<file path="src/rtl/bf16_skew_feeder.sv">
// Operand-injection front end for the BF16 systolic array: buffers K vectors of N lanes
// and replays them with a diagonal skew (lane i delayed by i beats, padded with +0).
module bf16_skew_feeder #(
  parameter int N          = 4,
  parameter int K          = 4,
  parameter int DATA_WIDTH = 16
) (
  input  logic                    clk,
  input  logic                    rst,
  input  logic                    in_valid,
  output logic                    in_ready,
  input  logic [N*DATA_WIDTH-1:0] in_data,
  output logic                    out_valid,
  input  logic                    out_ready,
  output logic [N*DATA_WIDTH-1:0] out_data,
  output logic [N-1:0]            out_lane_valid,
  output logic                    out_last,
  output logic                    done
);

  localparam int T  = K + N - 1;
  localparam int LW = (K > 1) ? $clog2(K) : 1;
  localparam int BW = (T > 1) ? $clog2(T) : 1;
  localparam logic [LW-1:0] LOAD_LAST = LW'(K - 1);
  localparam logic [BW-1:0] BEAT_LAST = BW'(T - 1);

  typedef enum logic [1:0] {LOAD, PREP, STREAM} state_t;

  state_t                  state_q, state_d;
  logic [LW-1:0]           load_cnt;
  logic [BW-1:0]           beat_cnt;
  logic [N*DATA_WIDTH-1:0] buf_mem [K];

  logic [BW-1:0]           sel_beat;
  logic [N*DATA_WIDTH-1:0] nxt_data;
  logic [N-1:0]            nxt_lane_valid;
  logic                    nxt_last;
  int                      row_diff;

  assign in_ready = (state_q == LOAD);

  // Tile buffer carries no reset; rows outside the valid diagonal are never shown.
  always_ff @(posedge clk) begin
    if (in_valid && in_ready) begin
      buf_mem[load_cnt] <= in_data;
    end
  end

  always_ff @(posedge clk or posedge rst) begin
    if (rst) begin
      state_q <= LOAD;
    end else begin
      state_q <= state_d;
    end
  end

  always_comb begin
    state_d = state_q;
    case (state_q)
      LOAD:    if (in_valid && load_cnt == LOAD_LAST) state_d = PREP;
      PREP:    state_d = STREAM;
      STREAM:  if (out_valid && out_ready && beat_cnt == BEAT_LAST) state_d = LOAD;
      default: state_d = LOAD;
    endcase
  end

  // Beat about to be registered: beat 0 when leaving PREP, otherwise the successor.
  always_comb begin
    sel_beat       = (state_q == PREP) ? '0 : beat_cnt + BW'(1);
    nxt_last       = (sel_beat == BEAT_LAST);
    nxt_data       = '0;
    nxt_lane_valid = '0;
    row_diff       = 0;
    for (int i = 0; i < N; i++) begin
      row_diff = int'(sel_beat) - i;
      if (row_diff >= 0 && row_diff < K) begin
        nxt_data[i*DATA_WIDTH +: DATA_WIDTH] = buf_mem[row_diff[LW-1:0]][i*DATA_WIDTH +: DATA_WIDTH];
        nxt_lane_valid[i] = 1'b1;
      end
    end
  end

  always_ff @(posedge clk or posedge rst) begin
    if (rst) begin
      load_cnt       <= '0;
      beat_cnt       <= '0;
      out_valid      <= 1'b0;
      out_data       <= '0;
      out_lane_valid <= '0;
      out_last       <= 1'b0;
      done           <= 1'b0;
    end else begin
      done <= 1'b0;
      case (state_q)
        LOAD: begin
          if (in_valid) begin
            load_cnt <= (load_cnt == LOAD_LAST) ? '0 : load_cnt + LW'(1);
          end
        end
        PREP: begin
          out_valid      <= 1'b1;
          out_data       <= nxt_data;
          out_lane_valid <= nxt_lane_valid;
          out_last       <= nxt_last;
          beat_cnt       <= '0;
        end
        STREAM: begin
          if (out_valid && out_ready) begin
            if (beat_cnt == BEAT_LAST) begin
              out_valid      <= 1'b0;
              out_data       <= '0;
              out_lane_valid <= '0;
              out_last       <= 1'b0;
              done           <= 1'b1;
            end else begin
              beat_cnt       <= beat_cnt + BW'(1);
              out_data       <= nxt_data;
              out_lane_valid <= nxt_lane_valid;
              out_last       <= nxt_last;
            end
          end
        end
        default: ;
      endcase
    end
  end

endmodule
</file>
<file path="config.mk">
export PLATFORM = sky130hd
export DESIGN_NAME = bf16_skew_feeder
export DESIGN_NICKNAME = d
export VERILOG_FILES = /design/src/rtl/bf16_skew_feeder.sv
export SDC_FILE = /design/constraint.sdc
export NUM_CORES = 1
export LEC_CHECK = 0
export CAP_MARGIN = 20
export CORE_MARGIN = 2
export CORE_UTILIZATION = 60
export DETAILED_ROUTE_END_ITERATION = 8
export GPL_TIMING_DRIVEN = 0
export PLACE_DENSITY = 0.84
export SYNTH_ARGS = -nofsm -noshare
export SYNTH_HDL_FRONTEND = slang
export SYNTH_SLANG_ARGS = --single-unit
export TNS_END_PERCENT = 5
</file>
<file path="constraint.sdc">
create_clock -name clk -period 8.47 [get_ports clk]
set_clock_uncertainty 0.2 [all_clocks]
set_input_delay 0.847 -clock clk [delete_from_list [all_inputs] [get_ports clk]]
set_output_delay 0.847 -clock clk [all_outputs]
set_load 0.1 [all_outputs]
</file>
==> summary.md <==
| Metric | Value |
|---|---|
| Status | `finished, final reports clean` |
| Number of CTS-inserted buffers | `31` |
| GRT overflow | `0` |
| Data required, critical path | `8.70 ns` |
| Post-place setup slack | `3.350 ns` |
| Site Rows | `53` |
| Largest net degree at the start of global routing | `56` |
| Slew Limit Fails | `0` |
| Synth area leaders | `edfxtp_1 (60%), dfrtp_1 (15%), mux2i_1 (3.8%), mux4_2 (2.8%), a32o_1 (2.5%)` |
| Clock power share | `19.8%` |
| RD Place Congestion | `0.8230` |
| Combinational power share | `45.5%` |
| Post-synthesis sequential area ratio | `75.54%` |
| Leak | `5.644 nW` |
| RSZ-0062 raised after global routing | `no` |
| Max Cap Viol | `0` |
| Switching Fraction | `42.80%` |
| Sum Neg Setup Slack | `0 ns` |
| Antenna viol nets, final | `0` |
| Async set or reset register ratio after synthesis | `23.35%` |
| First-pass GRT wire length | `42790 um` |
| Dpl cell area | `14660 um2` |
| Detailed placer's ending HPWL | `17280 um` |
| Max VDD drop | `0.0003545 V` |
| Root Buffer | `clkbuf_16` |
| Cts hold-fix bufs | `0` |
| Die footprint | `22450 um2` |
| Post_cts resized | `0` |
| Syn avg cell area | `16.07 um2` |
| First-pass detailed-route iteration total | `5` |
| Synth Area in XOR/XNOR | `0.2059%` |
| NetSw | `0.002827 W` |
| Worst-path clk slew | `0.06 ns` |
| CP Capture Type | `register` |
| Worst hold path class | `reg -> reg` |
| Vias in the first global route | `7971` |
| Die Y | `149.8 um` |
| Clock latency on the worst-skew pair | `0.55 ns` |
| Initial Util | `60.90%` |
| Remaining DRCs | `0` |
| Netlist cell types | `41` |
| Period minus WS final | `5.152 ns` |
| DR vias/cell | `6.009` |
| Yosys top cell area share | `60.24%` |
| Final WS setup | `3.318 ns` |
| Main synth FF type | `edfxtp_1` |
| Final period utilization | `60.83%` |
| Post-synth EDFFs | `256` |
| Core Area | `20960 um2` |
| Synth Register Bits | `334` |
| Crit Path Category | `reg -> reg` |
| # clock sinks | `334` |
| Antenna violations before repair | `1` |
| Max Fclk | `0.1941 GHz` |
| Finish-stage setup viols | `0` |
| Initial drt markers | `627` |
| Slew headroom | `28.95%` |
| TritonCTS clock tree | `yes` |
| I/O pin cnt | `140` |
| Die width | `149.8 um` |
| Nets | `1049` |
| Post-Synth Adder-Cell Area | `0.9805%` |
| Final hold slack | `0.2769 ns` |
| Post-Syn Area | `12760 um2` |
| Total wire length | `27870 um` |
| Critical path data arrival time | `5.38 ns` |
| Pwr dens | `422.4 nW/um2` |
| YS warnings | `0` |
| Area Overhead vs Synth | `22.56%` |
| Max Buffers Root-to-Sink | `3` |
| Largest family of logic cells by synthesized area | `compound AO/OA/AOI/OAI gates` |
| IO buf count | `139` |
| Hold Vio Cnt, Final | `0` |
| Synth Instances | `794` |
| Fillers | `1272` |
| Share of cells above drive strength 1 | `9.950%` |
| Mux contribution to synthesized area | `6.667%` |
| Wire per inst | `21.91 um` |
| Simple-Gate Fraction of Synth Area | `5.755%` |
| GRT Total Usage | `25.31%` |
| Via Count | `7644` |
| Final Cell Area | `15640 um2` |
| Post-synth top area cell | `edfxtp_1` |
| CP startpoint kind | `register` |
| Postcts setup bufs | `0` |
| CTS HTree Levels | `1` |
| Post-Syn Nets | `872` |
| Int Power | `0.003779 W` |
| Slew @ Worst Pin | `1.062 ns` |
| Part of the power in registers | `34.6%` |
| Synth Area in Compound Gates | `8.815%` |
| CP max FO | `10` |
[state kept, by name, indices dropped and copies added, names as in the netlist]
register,count
buf_mem,256
load_cnt,2
done,1
out_lane_valid,4
state_q,2
out_last,1
out_data,64
out_valid,1
beat_cnt,3
[worst max-delay path, stage by stage (launching register included)]
cell and delay (ns):
dfrtp_1 0.39, buf_2 0.17, inv_2 0.16, clkbuf_1 0.52, ha_1 0.38, buf_2 0.22
nor2_1 0.50, clkbuf_1 0.55, inv_1 0.14, ha_1 0.34, buf_1 0.36, clkbuf_1 0.50
mux4_2 0.41, a22o_1 0.21
[metrics by stage]
stage / cells / util (%) / total power [W]
final: 1272 / 74.64 / 0.006606
after global routing: 1270 / 74.61 / 0.006889
after CTS: 1270 / 74.61 / 0.006627
after detailed placement: 1213 / 69.94 / 0.005311
after global placement: 1208 / 69.18 / 0.005221
after floorplan: 794 / - / 0.004484
[cells by family (layout without fill, tap and decap cells)]
| family | Yosys count | count (layout) |
|---|---|---|
| muxes | 65 | 65 |
| and+or+nand+nor | 163 | 163 |
| other | 0 | 2 |
| AOI/OAI and AO/OA | 159 | 159 |
| DFF | 334 | 334 |
| xor gates and xnor gates | 3 | 3 |
| buffers and inverters | 60 | 261 |
| adders and majority gates | 10 | 10 |
[worst paths after layout]
| path | startpoint | endpoint | slack, ns | cells after the start |
|---|---|---|---|---|
| min in group asynchronous | rst | out_data[16] | 0.43 | 2 |
| worst max-delay path | beat_cnt[0] | out_data[53] | 3.32 | 13 |
| max in group asynchronous | rst | out_lane_valid[3] | 7.01 | 3 |
| worst max register to register | beat_cnt[0] | out_data[53] | 3.32 | 13 |
| worst min register to register | out_lane_valid[2] | out_lane_valid[2] | 0.28 | 1 |
| worst min-delay path | out_lane_valid[2] | out_lane_valid[2] | 0.28 | 1 |
[layer usage]
| layer | vias up | GRT usage, % | part of all wire, % |
|---|---|---|---|
| li1 | 3433 | - | - |
| met1 | 3773 | 33.06 | 38 |
| met2 | 379 | 42.12 | 50 |
| met3 | 59 | 5.732 | 9.0 |
| met4 | 0 | 9.434 | 2.9 |
| met5 | - | 0 | 0 |
[synth_stat cells, types with 28 or more instances]
master	instances
nor2_1	68
nor3_1	48
clkbuf_1	32
dfrtp_1	78
o21ai_0	48
nand2_1	28
a32o_1	32
a21oi_1	33
edfxtp_1	256
mux2i_1	49
[power groups by stage]
| stage | clock network (W) | registers [W] | logic, W |
|---|---|---|---|
| 2_1_floorplan | 0 | 0.00325 | 0.00124 |
| 3_3_place_gp | 0 | 0.00233 | 0.00289 |
| 3_5_place_dp | 0 | 0.00232 | 0.00300 |
| 4_1_cts | 0.00132 | 0.00229 | 0.00302 |
| 5_1_grt | 0.00140 | 0.00232 | 0.00318 |
| 6_report | 0.00131 | 0.00229 | 0.00301 |
[cell type report]
class                      instances  area (um2)  share of cell area [%]
sequential                       334        9639                   61.63
multi-input combinational        400        2882                   18.42
timing repair buffer             144        1529                   9.776
clock buffer                      45       918.4                   5.872
tap                              275       344.1                   2.200
buffer                            52       230.2                   1.472
clock inverter                    12       60.06                  0.3840
inverter                           8       32.53                  0.2080
antenna                            2       5.005                 0.03200
[placed cells by master (no fill, tap or decap), types with 2 or more instances in the layout]
cell type | Yosys | layout
clkbuf_8 | 0 | 9
edfxtp_1 | 256 | 256
a221oi_1 | 16 | 16
xnor2_1 | 2 | 2
mux4_2 | 16 | 16
buf_1 | 4 | 4
clkinv_2 | 0 | 9
clkbuf_16 | 0 | 31
nor2b_1 | 2 | 2
clkdlybuf4s50_1 | 0 | 139
a21oi_1 | 33 | 33
o21ai_0 | 48 | 48
buf_16 | 0 | 5
mux2i_1 | 49 | 49
a22o_1 | 16 | 16
and3_4 | 0 | 4
o21ai_1 | 5 | 5
nand2_1 | 28 | 28
buf_6 | 2 | 2
buf_2 | 13 | 13
nor3_1 | 48 | 48
and2_1 | 2 | 2
clkinv_1 | 0 | 2
clkbuf_1 | 32 | 37
ha_1 | 10 | 10
nand3_1 | 2 | 2
nand2b_1 | 2 | 2
dfrtp_1 | 78 | 78
diode_2 | 0 | 2
a32o_1 | 32 | 32
a21o_1 | 3 | 3
nor2_1 | 68 | 68
inv_1 | 7 | 6
No activity file was read; power rests on OpenSTA's default activity.
